===== src/rtl/b_train_accum.sv =====
// B-train pulse integrator feeding the B->F frequency calculator.
// Integrates up/down/zero pulses into a 32-bit field word and issues a snapshot on each update tick.
module b_train_accum #(
   parameter logic [31:0] B_STEP     = 32'd336,
   parameter logic [31:0] B_INIT     = 32'd0,
   parameter int unsigned UPDATE_DIV = 100,
   parameter int unsigned TIMEOUT    = 64
) (
   input  logic        clk,
   input  logic        reset,
   input  logic        b_up,
   input  logic        b_down,
   input  logic        b_zero,
   input  logic [31:0] b_preset,
   input  logic        enable,
   input  logic        clear_flags,
   input  logic        calc_ready,
   output logic [31:0] b_field,
   output logic        start,
   output logic        busy,
   output logic [3:0]  flags
);

   localparam int unsigned DIV_W   = (UPDATE_DIV > 1) ? $clog2(UPDATE_DIV) : 1;
   localparam int unsigned TMO_W   = $clog2(TIMEOUT + 1);
   localparam int unsigned PIN_W   = 3;
   localparam int unsigned PIN_UP  = 0;
   localparam int unsigned PIN_DN  = 1;
   localparam int unsigned PIN_ZR  = 2;
   localparam int unsigned FLG_OVF = 0;
   localparam int unsigned FLG_UDF = 1;
   localparam int unsigned FLG_OVR = 2;
   localparam int unsigned FLG_TMO = 3;

   localparam logic [1:0] ST_IDLE      = 2'd0;
   localparam logic [1:0] ST_WAIT_LOW  = 2'd1;
   localparam logic [1:0] ST_WAIT_HIGH = 2'd2;

   logic [PIN_W-1:0] sync1_q, sync2_q, edge_q;
   logic [PIN_W-1:0] rise_c;
   logic [31:0]      acc_q, acc_d;
   logic [32:0]      sum_c;
   logic             ovf_set_c, udf_set_c;
   logic [DIV_W-1:0] div_q, div_d;
   logic             tick_c;
   logic [1:0]       state_q, state_d;
   logic [TMO_W-1:0] tmo_q, tmo_d;
   logic             tmo_expired_c;
   logic             pending_q, pending_d;
   logic             tmo_set_c, ovr_set_c;
   logic [31:0]      b_field_q, b_field_d;
   logic             start_q, start_d;
   logic             busy_q, busy_d;
   logic [3:0]       flags_q, flags_d;

   assign rise_c = sync2_q & ~edge_q;
   assign sum_c  = {1'b0, acc_q} + {1'b0, B_STEP};

   // Accumulator: zero marker dominates, coincident up/down cancel, saturate at both ends.
   always_comb begin
      acc_d     = acc_q;
      ovf_set_c = 1'b0;
      udf_set_c = 1'b0;
      if (rise_c[PIN_ZR]) begin
         acc_d = b_preset;
      end else if (rise_c[PIN_UP] && !rise_c[PIN_DN]) begin
         if (sum_c[32]) begin
            acc_d     = 32'hFFFF_FFFF;
            ovf_set_c = 1'b1;
         end else begin
            acc_d = sum_c[31:0];
         end
      end else if (rise_c[PIN_DN] && !rise_c[PIN_UP]) begin
         if (acc_q < B_STEP) begin
            acc_d     = 32'd0;
            udf_set_c = 1'b1;
         end else begin
            acc_d = acc_q - B_STEP;
         end
      end
   end

   // Update-rate prescaler; parked at zero while disabled.
   always_comb begin
      tick_c = enable && (div_q == DIV_W'(UPDATE_DIV - 1));
      div_d  = '0;
      if (enable && !tick_c) begin
         div_d = div_q + DIV_W'(1);
      end
   end

   // Handshake FSM with per-state timeout and a single-deep pending request.
   always_comb begin
      state_d       = state_q;
      pending_d     = pending_q;
      b_field_d     = b_field_q;
      start_d       = 1'b0;
      tmo_set_c     = 1'b0;
      ovr_set_c     = 1'b0;
      tmo_expired_c = (tmo_q == TMO_W'(TIMEOUT - 1));

      case (state_q)
         ST_IDLE: begin
            if (tick_c || pending_q) begin
               b_field_d = acc_d;
               start_d   = 1'b1;
               pending_d = 1'b0;
               state_d   = ST_WAIT_LOW;
            end
         end
         ST_WAIT_LOW: begin
            if (!calc_ready) begin
               state_d = ST_WAIT_HIGH;
            end else if (tmo_expired_c) begin
               tmo_set_c = 1'b1;
               state_d   = ST_IDLE;
            end
         end
         ST_WAIT_HIGH: begin
            if (calc_ready) begin
               state_d = ST_IDLE;
            end else if (tmo_expired_c) begin
               tmo_set_c = 1'b1;
               state_d   = ST_IDLE;
            end
         end
         default: begin
            state_d = ST_IDLE;
         end
      endcase

      if ((state_q != ST_IDLE) && tick_c && !pending_q) begin
         pending_d = 1'b1;
         ovr_set_c = 1'b1;
      end

      if ((state_d != state_q) || (state_q == ST_IDLE)) begin
         tmo_d = '0;
      end else begin
         tmo_d = tmo_q + TMO_W'(1);
      end

      busy_d = (state_d != ST_IDLE);
   end

   // Sticky flags: a set in the same cycle as clear_flags survives.
   always_comb begin
      flags_d = clear_flags ? 4'b0000 : flags_q;
      flags_d[FLG_OVF] = flags_d[FLG_OVF] | ovf_set_c;
      flags_d[FLG_UDF] = flags_d[FLG_UDF] | udf_set_c;
      flags_d[FLG_OVR] = flags_d[FLG_OVR] | ovr_set_c;
      flags_d[FLG_TMO] = flags_d[FLG_TMO] | tmo_set_c;
   end

   always_ff @(posedge clk or posedge reset) begin
      if (reset) begin
         sync1_q   <= '0;
         sync2_q   <= '0;
         edge_q    <= '0;
         acc_q     <= B_INIT;
         div_q     <= '0;
         state_q   <= ST_IDLE;
         tmo_q     <= '0;
         pending_q <= 1'b0;
         b_field_q <= B_INIT;
         start_q   <= 1'b0;
         busy_q    <= 1'b0;
         flags_q   <= 4'b0000;
      end else begin
         sync1_q   <= {b_zero, b_down, b_up};
         sync2_q   <= sync1_q;
         edge_q    <= sync2_q;
         acc_q     <= acc_d;
         div_q     <= div_d;
         state_q   <= state_d;
         tmo_q     <= tmo_d;
         pending_q <= pending_d;
         b_field_q <= b_field_d;
         start_q   <= start_d;
         busy_q    <= busy_d;
         flags_q   <= flags_d;
      end
   end

   assign b_field = b_field_q;
   assign start   = start_q;
   assign busy    = busy_q;
   assign flags   = flags_q;

endmodule


===== config.mk =====
export PLATFORM = sky130hd
export DESIGN_NAME = b_train_accum
export DESIGN_NICKNAME = d
export VERILOG_FILES = /design/src/rtl/b_train_accum.sv
export SDC_FILE = /design/constraint.sdc
export NUM_CORES = 1
export LEC_CHECK = 0
export ABC_AREA = 1
export BUFFER_PORTS_ARGS = -buffer_cell sky130_fd_sc_hd__buf_2
export CAP_MARGIN = 0
export CORE_MARGIN = 1.5
export CORE_UTILIZATION = 53
export CTS_CLUSTER_SIZE = 16
export DETAILED_ROUTE_END_ITERATION = 8
export HOLD_SLACK_MARGIN = 0.1
export PLACE_DENSITY = 0.78
export SYNTH_ARGS = -nofsm -noshare
export SYNTH_HDL_FRONTEND = slang
export SYNTH_SLANG_ARGS = --single-unit

===== constraint.sdc =====
create_clock -name clk -period 2.7 [get_ports clk]
set_input_delay 0.27 -clock clk [delete_from_list [all_inputs] [get_ports clk]]
set_output_delay 0.27 -clock clk [all_outputs]
set_load 0.02 [all_outputs]

==> results.toml <==
[run_status]
outcome = "completed"

[synthesis]
synthFlopType = "dfrtp_1"
synth_edf_count = 0
ys_seq_area_share_pct = 39.32
synthArstFlopShare_pct = 100.0
ys_types = 44
yosys_register_bits = 96
synthCells = 882
yosysWarnings = 0
syn_area_per_cell_sq_um = 6.927
synthesis.area_sq_mm = 0.006110
syn-num-nets = 930

[pwr]
power.share.clock_pct = 31.8
pwr-share-comb_pct = 26.1
p_int_mw = 2.685
seq_power_share_pct = 42.1
finalPower_mw = 4.200
ir_drop_v = 0.0005059
power_density_mw_per_mm2 = 600.1
p_sw_mw = 1.515
p_leak_nw = 3.561
netSwitchingFraction_pct = 36.07

[clock_network]
cts_buffer_depth = 2
clk_latency_ps = 360
clk_pin_slew_ps = 70
cts-root-buf = "clkbuf_16"
cts-resized-gates = 0
cts.htree.levels = 3
cts_tree = "done"
numCtsBuffers = 9
clock_sinks = 96

[timing]
finClkSkew_ps = 8.734
relSlewSlack_pct = 50.44
setup_viol = 0
period_share_pct = 84.05
period_minus_slack_ps = 2269
fin_tns_setup_ps = 0
hold_ws_ps = 133.3
slew_violations = 0
worst_slack_ps = 430.7
worst_pin_slew_ps = 742.5
fmax_ghz = 0.4407
rsz0062_at_grt = "no"
hold_violations = 0

[drt]
avgRoutedWirePerCell_microns = 15.10
via_per_inst = 5.404
drc_errors = 0
wirelength_microns = 16730
ant_nets = 0
first_pass_iters = 5
dr_total_vias = 5988
drtIter0Drc = 502

[grt]
grt_pass1_wl_microns = 26590
grtUsageMet2_pct = 46.52
grt.overflow.total = 0
globalRoute.busiestLayer = "met2"
met3_usage_pct = 4.233
use_met1_pct = 38.49
antenna_found_initial = 0
grt_pass1_vias = 5522
grt_max_degree = 38
track_usage_pct = 28.94

[worst_setup_path]
startpoint_type = "flop"
cp-end-kind = "flop"
worst_ep_arrival_time_ps = 2510
crit_type = "flop to flop"
path_max_fanout = 8
crit_required_ps = 2940

[floorplanning]
die_x_microns = 110.4
boundaryPins = 78
core_sq_mm = 0.01132
dieArea_sq_mm = 0.01218
fp-row-count = 39
initial_core_util_pct = 53.97
die-height_microns = 110.4

[cells_and_area]
stdcell_count = 1108
area_growth_pct = 14.56
layout_commonest_cell = "nand2_1"
nNetsFinal = 1008
diodes = 0
drive_above_1_share_pct = 15.54
final_cell_mix = "nand2_1, nand3_1, nor2_1"

[placement]
pre_cts_ws_ps = 479.5
gp_congestion = 1.020
dp_cells = 1088
place_hpwl_microns = 12480
numPortBuffers = 77

[flow_run]
cap_viol_max_count = 0

[worst_hold_path]
hp-class = "input pin to flop"
[cell type report]
class                   instances  area, sq um
well taps                     143        178.9
multi-input cells             660         3198
repair buffers                 91        525.5
flip-flops and latches         96         2402
clock buffers                  11        242.7
fillers                      1110         4322
clock inverters                 5        62.56
inverters                     102        389.1
[path summary, 6_finish.rpt]
check                      slack [ps]          end         from  cells after the start
max reg2reg                       430  b_field[30]     acc_q[4]                     13
max                               430  b_field[30]     acc_q[4]                     13
min                               130     acc_q[1]  b_preset[1]                      3
min reg2reg                       350   sync2_q[1]   sync1_q[1]                      0
min in group asynchronous         560     div_q[4]        reset                      3
max in group asynchronous        1540    edge_q[0]        reset                      4
[registers in the layout, summed over array words and instances (netlist names)]
| name | flops |
|---|---|
| acc_q | 32 |
| b_field | 32 |
| busy | 1 |
| div_q | 7 |
| edge_q | 3 |
| flags | 4 |
| pending_q | 1 |
| start | 1 |
| state_q | 2 |
| sync1_q | 3 |
| sync2_q | 3 |
| tmo_q | 7 |
[power by group through the flow]
stage	clock network, mW	logic [mW]	registers [mW]
finish	1.34	1.10	1.77
detailed placement	0	1.07	1.78
global route	1.40	1.24	1.78
global placement	0	1.06	1.78
CTS	1.35	1.08	1.76
floorplan	0	0.836	1.72
[layer usage]
metal,wire [microns],vias to the layer above
li1,-,2989
met4,518,0
met2,7703,225
met5,0,-
met1,7408,2737
met3,1102,37
[critical path, cell delays in order (launching register included)]
cell and delay [ps]:
dfrtp_1 460, inv_1 90, ha_1 140, inv_1 50
nand2_1 50, nand2_1 60, nand2_1 170, nand2_1 80
nor2_1 510, nand4_1 160, nand3_1 120, nand3_1 90
nand3_1 120, nand2_1 60
[through the flow]
stage	instance area (sq um)	util [%]
finish	6999	61.83
CTS	6999	61.83
floorplan	6113	-
global route	6999	61.83
detailed placement	6654	58.78
global placement	6654	58.78
[synthesized netlist by cell type (2+ instances only)]
master / instances / area, sq um
nand2_1: 257 / 964.7
nand3_1: 119 / 595.6
nor2_1: 116 / 435.4
dfrtp_1: 96 / 2402
inv_1: 90 / 337.8
o21ai_0: 21 / 105.1
a31oi_1: 18 / 112.6
xor2_1: 15 / 131.4
nand3b_1: 13 / 97.59
a21oi_1: 12 / 60.06
buf_2: 11 / 55.05
or2_2: 11 / 68.82
inv_2: 10 / 37.54
nand4_1: 10 / 62.56
nor3_1: 9 / 45.04
ha_1: 8 / 100.1
clkbuf_1: 7 / 26.28
nor2_4: 7 / 78.83
and2_1: 6 / 37.54
nand2_2: 6 / 37.54
a21boi_1: 5 / 37.54
nand3_2: 3 / 30.03
nor2_2: 3 / 18.77
a211oi_1: 2 / 15.01
buf_1: 2 / 7.510
buf_4: 2 / 15.01
buf_6: 2 / 22.52
nor3b_1: 2 / 15.01
o211ai_1: 2 / 15.01
o22ai_1: 2 / 12.51
o32ai_1: 2 / 17.52
[cell families after synthesis]
kind of cell / synth area share, %
AO/OA/AOI/OAI: 6.615
XOR/XNOR: 2.294
adder cells (fa/ha/maj): 1.638
buffers and inverters: 8.376
flip-flops: 39.32
AND/OR/NAND/NOR: 41.76
[what timing repair did]
action,CTS,global route
hold endpoints to repair,30,0
setup buffers,0,0
hold buffers,4,0
No activity file was read; power rests on OpenSTA's default activity.
